[config.mk]
export PLATFORM = sky130hd
export DESIGN_NAME = hazard_stall_controller
export DESIGN_NICKNAME = d
export VERILOG_FILES = /design/src/rtl/hazard_stall_controller.sv
export SDC_FILE = /design/constraint.sdc
export NUM_CORES = 1
export LEC_CHECK = 0
export ABC_AREA = 1
export BUFFER_PORTS_ARGS = -buffer_cell sky130_fd_sc_hd__buf_2
export CORE_ASPECT_RATIO = 1.75
export CORE_UTILIZATION = 35
export CTS_BUF_LIST = sky130_fd_sc_hd__clkbuf_4
export CTS_CLUSTER_SIZE = 28
export DETAILED_ROUTE_END_ITERATION = 10
export PLACE_DENSITY = 0.57
export SYNTH_ARGS = -nofsm -noshare
export SYNTH_HDL_FRONTEND = slang
export SYNTH_SLANG_ARGS = --single-unit
[constraint.sdc]
create_clock -name clk -period 3.2 [get_ports clk]
set_input_delay 0.64 -clock clk [delete_from_list [all_inputs] [get_ports clk]]
set_output_delay 0.64 -clock clk [all_outputs]
set_load 0.02 [all_outputs]
[src/rtl/hazard_stall_controller.sv]
// Purpose : pipeline hazard controller. It produces load-use stalls, taken-branch flushes,
//           data-memory wait freezes and a sticky memory-timeout error state.
// Latency : the control outputs are combinational in the current state and inputs, so each
//           action takes effect in the cycle its condition appears. State and counters
//           update on the next rising edge.
// Backpr. : the controller is the backpressure source. PCWrite/IF_ID_Write/ID_EX_Write/
//           EX_MEM_Write = 0 holds the pipeline. It accepts no backpressure itself.
//
// Ports:
//   clk, reset                      - single clock; synchronous active-high reset
//   ID_EX_MemRead, ID_EX_RegisterRt - load in EX and its destination register
//   IF_ID_RegisterRs/Rt             - source registers of the instruction in ID
//   Branch_Taken                    - branch/jump resolved taken in EX
//   MEM_Req, MEM_Ready              - data-memory access active / access complete
//   PCWrite..EX_MEM_Write           - pipeline register load enables
//   IF_ID_Flush, ID_EX_Flush        - zero the control fields of IF/ID and ID/EX
//   MEM_WB_Bubble                   - insert a bubble into MEM/WB
//   State                           - 00 RUN, 01 MEM_WAIT, 10 ERROR
//   Stall_Cycles                    - saturating count of cycles with PCWrite=0 (not in ERROR)
//   Mem_Timeout                     - sticky flag, set on entry to ERROR

module hazard_stall_controller #(
    parameter logic [7:0] MEM_TIMEOUT = 8'd32
) (
    input  logic        clk,
    input  logic        reset,
    input  logic        ID_EX_MemRead,
    input  logic [4:0]  ID_EX_RegisterRt,
    input  logic [4:0]  IF_ID_RegisterRs,
    input  logic [4:0]  IF_ID_RegisterRt,
    input  logic        Branch_Taken,
    input  logic        MEM_Req,
    input  logic        MEM_Ready,
    output logic        PCWrite,
    output logic        IF_ID_Write,
    output logic        ID_EX_Write,
    output logic        EX_MEM_Write,
    output logic        IF_ID_Flush,
    output logic        ID_EX_Flush,
    output logic        MEM_WB_Bubble,
    output logic [1:0]  State,
    output logic [15:0] Stall_Cycles,
    output logic        Mem_Timeout
);

    typedef enum logic [1:0] {
        ST_RUN      = 2'b00,
        ST_MEM_WAIT = 2'b01,
        ST_ERROR    = 2'b10
    } state_t;

    state_t      r_state;
    state_t      w_state_nxt;
    logic [7:0]  r_wait_cnt;
    logic [7:0]  w_wait_cnt_nxt;
    logic [7:0]  w_wait_cnt_inc;
    logic [15:0] r_stall_cnt;
    logic        r_mem_timeout;
    logic        w_set_timeout;

    logic        w_load_use;
    logic        w_pc_write;
    logic        w_if_id_write;
    logic        w_id_ex_write;
    logic        w_ex_mem_write;
    logic        w_if_id_flush;
    logic        w_id_ex_flush;
    logic        w_mem_wb_bubble;
    logic        w_count_stall;

    // Register $zero never creates a dependency, so a load targeting it cannot stall.
    assign w_load_use = ID_EX_MemRead
                     && (ID_EX_RegisterRt != 5'd0)
                     && ((ID_EX_RegisterRt == IF_ID_RegisterRs)
                      || (ID_EX_RegisterRt == IF_ID_RegisterRt));

    assign w_wait_cnt_inc = r_wait_cnt + 8'd1;

    // Next-state and output decode.
    always_comb begin
        // Defaults: run freely, keep the current state and the wait count.
        w_state_nxt     = r_state;
        w_wait_cnt_nxt  = r_wait_cnt;
        w_set_timeout   = 1'b0;
        w_pc_write      = 1'b1;
        w_if_id_write   = 1'b1;
        w_id_ex_write   = 1'b1;
        w_ex_mem_write  = 1'b1;
        w_if_id_flush   = 1'b0;
        w_id_ex_flush   = 1'b0;
        w_mem_wb_bubble = 1'b0;

        // While reset is high the defaults are driven. The registers are reset at the
        // edge, so the next-state values computed here are never used.
        if (!reset) begin
            unique case (r_state)
                ST_RUN: begin
                    if (MEM_Req && !MEM_Ready) begin
                        // Memory freeze has top priority. Hold everything and bubble MEM/WB.
                        w_pc_write      = 1'b0;
                        w_if_id_write   = 1'b0;
                        w_id_ex_write   = 1'b0;
                        w_ex_mem_write  = 1'b0;
                        w_mem_wb_bubble = 1'b1;
                        w_state_nxt     = ST_MEM_WAIT;
                        w_wait_cnt_nxt  = 8'd0;
                    end else if (Branch_Taken) begin
                        // Taken branch squashes the wrong-path instructions in IF/ID and ID/EX.
                        // A load-use hazard against a squashed instruction does not matter.
                        w_if_id_flush = 1'b1;
                        w_id_ex_flush = 1'b1;
                    end else if (w_load_use) begin
                        // Hold PC and IF/ID for one cycle and send a bubble into EX.
                        w_pc_write    = 1'b0;
                        w_if_id_write = 1'b0;
                        w_id_ex_flush = 1'b1;
                    end
                end

                ST_MEM_WAIT: begin
                    if (!MEM_Ready) begin
                        // Still frozen. Branch and load-use wait until the memory completes.
                        w_pc_write      = 1'b0;
                        w_if_id_write   = 1'b0;
                        w_id_ex_write   = 1'b0;
                        w_ex_mem_write  = 1'b0;
                        w_mem_wb_bubble = 1'b1;
                        w_wait_cnt_nxt  = w_wait_cnt_inc;
                        if (w_wait_cnt_inc == MEM_TIMEOUT) begin
                            w_state_nxt   = ST_ERROR;
                            w_set_timeout = 1'b1;
                        end
                    end else begin
                        // Release cycle. Decode as in RUN, except that no freeze is possible.
                        // MEM_Ready wins over a timeout that lands on the same cycle.
                        w_state_nxt = ST_RUN;
                        if (Branch_Taken) begin
                            w_if_id_flush = 1'b1;
                            w_id_ex_flush = 1'b1;
                        end else if (w_load_use) begin
                            w_pc_write    = 1'b0;
                            w_if_id_write = 1'b0;
                            w_id_ex_flush = 1'b1;
                        end
                    end
                end

                ST_ERROR: begin
                    // Terminal until reset. Pipeline held, nothing retires.
                    w_pc_write      = 1'b0;
                    w_if_id_write   = 1'b0;
                    w_id_ex_write   = 1'b0;
                    w_ex_mem_write  = 1'b0;
                    w_mem_wb_bubble = 1'b1;
                end

                default: begin
                    // Unreachable encoding. Recover to RUN.
                    w_state_nxt = ST_RUN;
                end
            endcase
        end
    end

    // Stall counting covers RUN and MEM_WAIT only. ERROR cycles are not stalls.
    assign w_count_stall = !reset
                        && !w_pc_write
                        && ((r_state == ST_RUN) || (r_state == ST_MEM_WAIT));

    always_ff @(posedge clk) begin
        if (reset) begin
            r_state       <= ST_RUN;
            r_wait_cnt    <= 8'd0;
            r_stall_cnt   <= 16'd0;
            r_mem_timeout <= 1'b0;
        end else begin
            r_state    <= w_state_nxt;
            r_wait_cnt <= w_wait_cnt_nxt;
            if (w_count_stall && (r_stall_cnt != 16'hFFFF)) begin
                r_stall_cnt <= r_stall_cnt + 16'd1;
            end
            if (w_set_timeout) begin
                r_mem_timeout <= 1'b1;
            end
        end
    end

    assign PCWrite       = w_pc_write;
    assign IF_ID_Write   = w_if_id_write;
    assign ID_EX_Write   = w_id_ex_write;
    assign EX_MEM_Write  = w_ex_mem_write;
    assign IF_ID_Flush   = w_if_id_flush;
    assign ID_EX_Flush   = w_id_ex_flush;
    assign MEM_WB_Bubble = w_mem_wb_bubble;
    assign State         = r_state;
    assign Stall_Cycles  = r_stall_cnt;
    assign Mem_Timeout   = r_mem_timeout;

endmodule

==> impl_metrics.csv, run 1 <==
group,metric,value,unit
sta,finalSetupViolations,0,
critical_path,worstSetupPathType,"in -> out",
clock_tree,root_buffer,"clkbuf_4",
sta,fmax,0.408,GHz
sta,setup-tns-final,0,ns
power_and_ir_drop,peakVddDrop,0.000256,V
power_and_ir_drop,pwr_density_cell,282,mW/mm²
final_layout,syn_to_final_growth,15.2,%
placement,port_buffers,46,
final_layout,fillCellCount,549,
floorplan,row_count,34,
critical_path,cpMaxStageDelayCell,"nand2_4",
grt,grt_max_degree,19,
critical_path,cp_num_buf_inv,3,
clock_tree,clk_pin_slew,0.15,ns
grt,antenna_found_initial,0,
job,drv_cap,0,
detailed_routing,dr.pass1.iters,4,
status,outcome,"finished clean",
clock_tree,postCtsHoldBufs,0,
floorplan,start_util,36.3,%
synthesis,synthCells,272,
power_and_ir_drop,intPower,0.419,mW
critical_path,path_max_fanout,18,
hold_path,hp-class,"reg -> reg",
synthesis,ys_warn_count,0,
power_and_ir_drop,p_comb_share,16.0,%
sta,slew_viol_final,0,
sta,final_hold_viol_count,0,
sta,worst_slew_margin_rel,51.4,%
floorplan,fp.dieW,56.3,µm
power_and_ir_drop,seqPwrFrac,58.6,%
critical_path,cp-start-kind,"input port",
final_layout,fin_cells,369,
detailed_routing,wire_per_inst,11.4,µm
final_layout,drive_gt1_share,22.2,%
critical_path,cpPeakStageDelay,0.22,ns
synthesis,syn-cell-area,0.00181,mm²
grt,grt_use_total,16.8,%
power_and_ir_drop,leakage,0.986,nW
grt,grt_pass1_vias,1764,
floorplan,core_area,0.00498,mm²
critical_path,worstPathCellList,"buf_2, inv_1, nand2_1, nand2_1, nor2_1, nand3_1, nand2_1, nand3_1, nand2_4, nand3_1, buf_2",
floorplan,ios,47,
power_and_ir_drop,switching_power,0.168,mW
detailed_routing,avgViaCountPerCell,4.84,
clock_tree,cts_buffers,3,
clock_tree,numClockSinks,27,
critical_path,cp.required,2.56,ns
clock_tree,tritoncts,"done",
final_layout,nNetsFinal,339,
clock_tree,post_cts_resized,0,
clock_tree,clock_path_buffers,2,
detailed_routing,routed_wl,4.22,mm
critical_path,end_kind,"output pin",
critical_path,critPathTopFamily,"simple AND/OR/NAND/NOR gates",
detailed_routing,via_count,1787,
detailed_routing,route.detailed.drc,0,
placement,dp.final_hpwl,3.31,mm
synthesis,synth_cell_types,29,
sta,final.min_clock_period,2.45,ns
synthesis,synth-seq-area-share,29.9,%
detailed_routing,drt-initial-drc-count,47,
grt,grt.overflow.total,0,
final_layout,antenna_cells,0,
floorplan,dieArea,0.00546,mm²
floorplan,die_y,97.0,µm
power_and_ir_drop,pwr-share-clk,25.3,%
critical_path,critPathArrivalTime,1.81,ns
detailed_routing,drtAntennaViolNets,0,
power_and_ir_drop,swShare,28.6,%
clock_tree,cts_setup_buffers,0,
synthesis,synth_fp_nets,295,
synthesis,synth_seq_cells,27,
sta,tightest_slew,0.723,ns
sta,fin_crit_sh,76.6,%
clock_tree,insertion_delay,0.32,ns
sta,rsz0062_at_grt,"no",
placement,gp_congestion,0.771,
synthesis,avgSynthCellArea,6.64,µm²
sta,finalClockSkew,0.00483,ns
clock_tree,htreeDepth,1,
grt,grt_pass1_wl,7.51,mm
placement,post-place-cells,365,
-- worst reg2reg max path: cells and delay by family (launching register included) --
family	cells	cell delay [ns]
AO/OA/AOI/OAI	2	0.53
adder cells (fa/ha/maj)	1	0.25
flip-flops	1	0.38
AND/OR/NAND/NOR	6	0.60
-- path summary, 6_finish.rpt --
| kind | start | endpoint | slack (ns) | cells after the start |
|---|---|---|---|---|
| worst min register to register | Mem_Timeout$_SDFFE_PP0P_ | Mem_Timeout$_SDFFE_PP0P_ | 0.46 | 2 |
| worst min-delay path | Mem_Timeout$_SDFFE_PP0P_ | Mem_Timeout$_SDFFE_PP0P_ | 0.46 | 2 |
| worst max-delay path | ID_EX_RegisterRt[4] | IF_ID_Write | 0.75 | 11 |
| worst max register to register | Stall_Cycles[0]$_SDFFE_PP0P_ | Stall_Cycles[15]$_SDFFE_PP0P_ | 1.35 | 9 |
-- power groups by stage --
stage | sequential (mW) | combinational, mW | clock, mW
after global placement | 0.351 | 0.0954 | 0
after CTS | 0.344 | 0.0960 | 0.159
after floorplan | 0.353 | 0.0647 | 0
final | 0.344 | 0.0941 | 0.149
after detailed placement | 0.351 | 0.0957 | 0
after global routing | 0.345 | 0.106 | 0.174
-- layout by cell type (no fill, tap or decap), types with 2 or more instances in the layout --
cell type  synthesis  final
nor3_4             2      2
xnor2_1            7      7
nand3_1           34     34
nor3_1             4      4
inv_1             37     37
nor2_1            19     19
ha_1               2      2
nand4_1            5      5
buf_2              1     46
clkbuf_4           0      3
nand2_1           72     72
o21ai_0            3      3
xor2_1            10     10
dfxtp_1           27     27
inv_2              4      4
a21oi_2            7      7
a21oi_1           21     21
-- state kept, by name, indices dropped and copies added, names as in the netlist --
signal and flops:
Mem_Timeout 1, Stall_Cycles 16, r_wait_cnt 8, State 2
-- final cells by class --
type	count	area (µm²)	area share, %
well taps	54	67.6	3.25
clock inverters	1	5.00	0.240
inverters	41	154	7.39
clock buffers	3	22.5	1.08
multi-input cells	196	1050	50.7
flip-flops and latches	27	541	26.0
repair buffers	47	238	11.4
-- cells by family after synthesis --
kind of cell / synth area share, %
AND/OR/NAND/NOR: 36.0
flip-flops: 29.9
AO/OA/AOI/OAI: 12.7
XOR/XNOR: 8.24
adder cells (fa/ha/maj): 1.38
buffers and inverters: 11.7
-- Yosys cell counts (all sizes together) --
cell	count	area, µm²
a211oi	1	7.51
a21o	1	7.51
a21oi	29	183
buf	6	50.0
clkbuf	2	7.51
dfxtp	27	541
ha	2	25.0
inv	41	154
nand2	75	308
nand3	34	170
nand4	5	31.3
nor2	21	88.8
nor3	6	52.6
o211a	1	10.0
o21ai	3	15.0
o21bai	1	7.51
xnor2	7	61.3
xor2	10	87.6
-- through the flow --
stage | util (%) | hold WS, ns | instance area, µm² | setup WS [ns] | total power [mW]
floorplan | - | 0.445 | 1810 | 0.594 | 0.417
global placement | 41.3 | 0.440 | 2050 | 0.739 | 0.446
detailed placement | 41.3 | 0.444 | 2050 | 0.723 | 0.447
CTS | 41.8 | 0.466 | 2080 | 0.723 | 0.599
global route | 41.8 | 0.500 | 2080 | 0.575 | 0.626
finish | 41.8 | 0.461 | 2080 | 0.747 | 0.587
-- routing by layer --
metal | wire, µm | part of all wire, % | track usage [%] | vias to the layer above
met5 | 0 | 0 | 0 | -
met4 | 40 | 0.95 | 4.88 | 0
met3 | 106 | 2.5 | 1.60 | 2
met2 | 2400 | 57 | 34.3 | 29
met1 | 1680 | 40 | 17.0 | 806
li1 | - | - | - | 950
(Power assumes the default switching activity.)
==> run 2: changes to the inputs <==
--- a/config.mk
+++ b/config.mk
@@ -5,14 +5,14 @@
 export SDC_FILE = /design/constraint.sdc
 export NUM_CORES = 1
 export LEC_CHECK = 0
-export ABC_AREA = 1
+export ABC_AREA = 0
 export BUFFER_PORTS_ARGS = -buffer_cell sky130_fd_sc_hd__buf_2
 export CORE_ASPECT_RATIO = 1.75
 export CORE_UTILIZATION = 35
 export CTS_BUF_LIST = sky130_fd_sc_hd__clkbuf_4
 export CTS_CLUSTER_SIZE = 28
 export DETAILED_ROUTE_END_ITERATION = 10
-export PLACE_DENSITY = 0.57
+export PLACE_DENSITY = 0.58
 export SYNTH_ARGS = -nofsm -noshare
 export SYNTH_HDL_FRONTEND = slang
 export SYNTH_SLANG_ARGS = --single-unit
==> constraint.sdc (replaced) <==
create_clock -name clk -period 2.4 [get_ports clk]
set_input_delay 0.48 -clock clk [delete_from_list [all_inputs] [get_ports clk]]
set_output_delay 0.48 -clock clk [all_outputs]
set_load 0.02 [all_outputs]
==> run 2 against run 1 <==
Global-route usage increased by 0.58 points. Final area decreased by 9.7%. First-iteration DRC count decreased by 68%. Largest cell class unchanged. Cell count decreased by 21%. Synthesized cell count decreased by 25%. Clock skew increased by 0.0068 ns. Sequential power increased by 32%. Flip-flop and latch count unchanged. Combinational power increased by 26%.
==> impl_metrics.csv, run 2 <==
group,metric,value,unit
status,outcome,"finished clean",
final_layout,drive_gt1_share,25.0,%
power_and_ir_drop,p_comb_share,15.1,%
final_layout,nNetsFinal,268,
synthesis,synth_most_common_cell,"dfxtp_1",
detailed_routing,drt-initial-drc-count,15,
final_layout,largest_reg_flops,16,
power_and_ir_drop,peakVddDrop,0.000327,V
critical_path,cpPeakStageDelay,0.54,ns
grt,grt_max_degree,24,
critical_path,cpMaxStageDelayCell,"or4_1",
critical_path,cp-start-kind,"input port",
synthesis,synth_fp_nets,226,
sta,fmax,0.432,GHz
critical_path,cp.required,1.92,ns
detailed_routing,route.detailed.drc,0,
sta,tightest_slew,0.651,ns
power_and_ir_drop,seqPwrFrac,57.8,%
clock_tree,post_cts_resized,0,
detailed_routing,routed_wl,3.89,mm
grt,grt.overflow.total,0,
placement,dpl_cell_area,0.00185,mm²
synthesis,synth-xor-area-share,6.14,%
critical_path,cp_num_buf_inv,2,
final_layout,syn_to_final_growth,19.8,%
clock_tree,clk_pin_slew,0.15,ns
power_and_ir_drop,swShare,28.7,%
synthesis,synth-seq-area-share,34.4,%
detailed_routing,drtAntennaViolNets,0,
final_layout,multiInputGateArea,961,µm²
synthesis,synth_common_cells,"27 x dfxtp_1, 22 x nor2_1, 21 x a21oi_1",
synthesis,ys.flop_type,"dfxtp_1",
final_layout,final_cell_mix,"46 x buf_2, 27 x dfxtp_1, 22 x nor2_1",
clock_tree,cts_setup_buffers,0,
grt,grt_use_total,17.4,%
clock_tree,clock_path_buffers,2,
clock_tree,htreeDepth,1,
critical_path,critPathArrivalTime,1.83,ns
synthesis,synth_largest_area_cell,"dfxtp_1",
sta,worst_slew_margin_rel,56.2,%
sta,finalSetupViolations,0,
grt,grt_pass1_wl,6.42,mm
floorplan,core_area,0.00423,mm²
sta,final_hold_viol_count,0,
floorplan,ios,47,
floorplan,die_y,90.6,µm
detailed_routing,dr.pass1.iters,4,
final_layout,register_area,541,µm²
sta,final.min_clock_period,2.31,ns
clock_tree,cts_buffers,3,
placement,port_buffers,46,
placement,dp.final_hpwl,3.04,mm
clock_tree,tritoncts,"done",
grt,grt_pass1_vias,1427,
critical_path,critPathTopFamily,"simple AND/OR/NAND/NOR gates",
floorplan,fp.dieW,52.6,µm
detailed_routing,wire_per_inst,13.3,µm
final_layout,final_common_cell,"buf_2",
synthesis,synthMuxAreaShare,2.07,%
floorplan,start_util,37.1,%
final_layout,fin_area,0.00188,mm²
detailed_routing,avgViaCountPerCell,5.60,
sta,fin_crit_sh,96.5,%
synthesis,synth_edf_count,0,
final_layout,antenna_cells,0,
floorplan,row_count,31,
synthesis,synth_compound_area_share,21.0,%
sta,slew_viol_final,0,
synthesis,synth-async-reset-ratio,0,%
grt,antenna_found_initial,0,
critical_path,worstPathCellList,"buf_2, or4_1, o21ai_2, o31a_1, nand2b_4, buf_2",
floorplan,dieArea,0.00476,mm²
job,drv_cap,0,
power_and_ir_drop,switching_power,0.225,mW
hold_path,hp-class,"in -> reg",
synthesis,avgSynthCellArea,7.73,µm²
critical_path,worstSetupPathType,"in -> out",
detailed_routing,via_count,1642,
sta,rsz0062_at_grt,"no",
synthesis,synthCells,203,
power_and_ir_drop,pwr_density_cell,418,mW/mm²
sta,finalClockSkew,0.0116,ns
clock_tree,root_buffer,"clkbuf_4",
synthesis,synth.top_cell.area_share,34.4,%
synthesis,synth_top_family_by_area,"simple AND/OR/NAND/NOR gates",
synthesis,ys_warn_count,0,
power_and_ir_drop,intPower,0.561,mW
synthesis,synth_cell_types,37,
clock_tree,postCtsHoldBufs,0,
critical_path,cp_common_cell,"buf_2",
synthesis,synth_simple_gate_area_share,29.7,%
power_and_ir_drop,pwr-share-clk,27.1,%
synthesis,synth_seq_cells,27,
critical_path,path_max_fanout,3,
power_and_ir_drop,leakage,0.754,nW
synthesis,yosys-top-cells-area,"dfxtp_1 34%, a21oi_1 6.7%, xor2_1 6.1%, nor2_1 5.3%, or4_1 5.3%",
final_layout,fillCellCount,445,
placement,gp_congestion,0.717,
synthesis,syn-cell-area,0.00157,mm²
sta,setup-tns-final,0,ns
power_and_ir_drop,power.total,0.786,mW
critical_path,end_kind,"output pin",
clock_tree,numClockSinks,27,
synthesis,synth-adder-area-share,1.59,%
clock_tree,insertion_delay,0.34,ns
-- run 2: cell count changes after synthesis, moves of 9 or more --
cell	change
or4_1	+11
o31ai_1	+9
inv_1	-34
nand2_1	-59
nand3_1	-22
-- run 2: logic make-up after synthesis --
| family | Yosys count |
|---|---|
| xor+xnor | 11 |
| fa+ha+maj | 2 |
| mux | 3 |
| flops | 27 |
| buf+inv | 18 |
| simple gates | 89 |
| compound gates | 53 |
-- run 2: power by group through the flow --
stage | logic (mW) | registers, mW | clock network (mW)
final | 0.119 | 0.454 | 0.213
after global routing | 0.132 | 0.455 | 0.237
after CTS | 0.120 | 0.455 | 0.220
after detailed placement | 0.120 | 0.464 | 0
after global placement | 0.119 | 0.464 | 0
after floorplan | 0.0728 | 0.466 | 0
-- run 2: layout make-up --
type | instances | area share, %
clock buffer | 3 | 1.20
clock inverter | 1 | 0.399
inverter | 3 | 0.599
multi-input combinational | 158 | 51.1
sequential | 27 | 28.8
tap | 49 | 3.26
timing repair buffer | 52 | 14.6
-- run 2: worst paths after layout --
check,from,end,slack (ns),depth (start not counted)
setup / recovery,ID_EX_RegisterRt[1],PCWrite,0.09,6
hold / removal,reset,Mem_Timeout$_SDFFE_PP0P_,0.48,2
setup reg to reg,Stall_Cycles[0]$_SDFFE_PP0P_,Stall_Cycles[11]$_SDFFE_PP0P_,0.29,7
hold reg to reg,Mem_Timeout$_SDFFE_PP0P_,Mem_Timeout$_SDFFE_PP0P_,0.49,2
-- run 2: routing by layer --
metal	up-vias	track usage, %	wire length (µm)
met3	5	1.68	105
met4	0	4.61	40
met1	769	19.9	1660
met5	-	0	0
li1	839	-	-
met2	29	32.2	2080
-- run 2: per-stage QoR --
step | util, % | setup WS, ns | hold slack [ns] | std cells
after floorplan | - | 0.00667 | 0.458 | 203
after CTS | 44.5 | 0.0805 | 0.480 | 293
after global routing | 44.5 | 0.0330 | 0.492 | 293
final | 44.5 | 0.0851 | 0.483 | 293
after detailed placement | 43.7 | -0.0250 | 0.463 | 289
after global placement | 43.7 | 0.0109 | 0.450 | 289
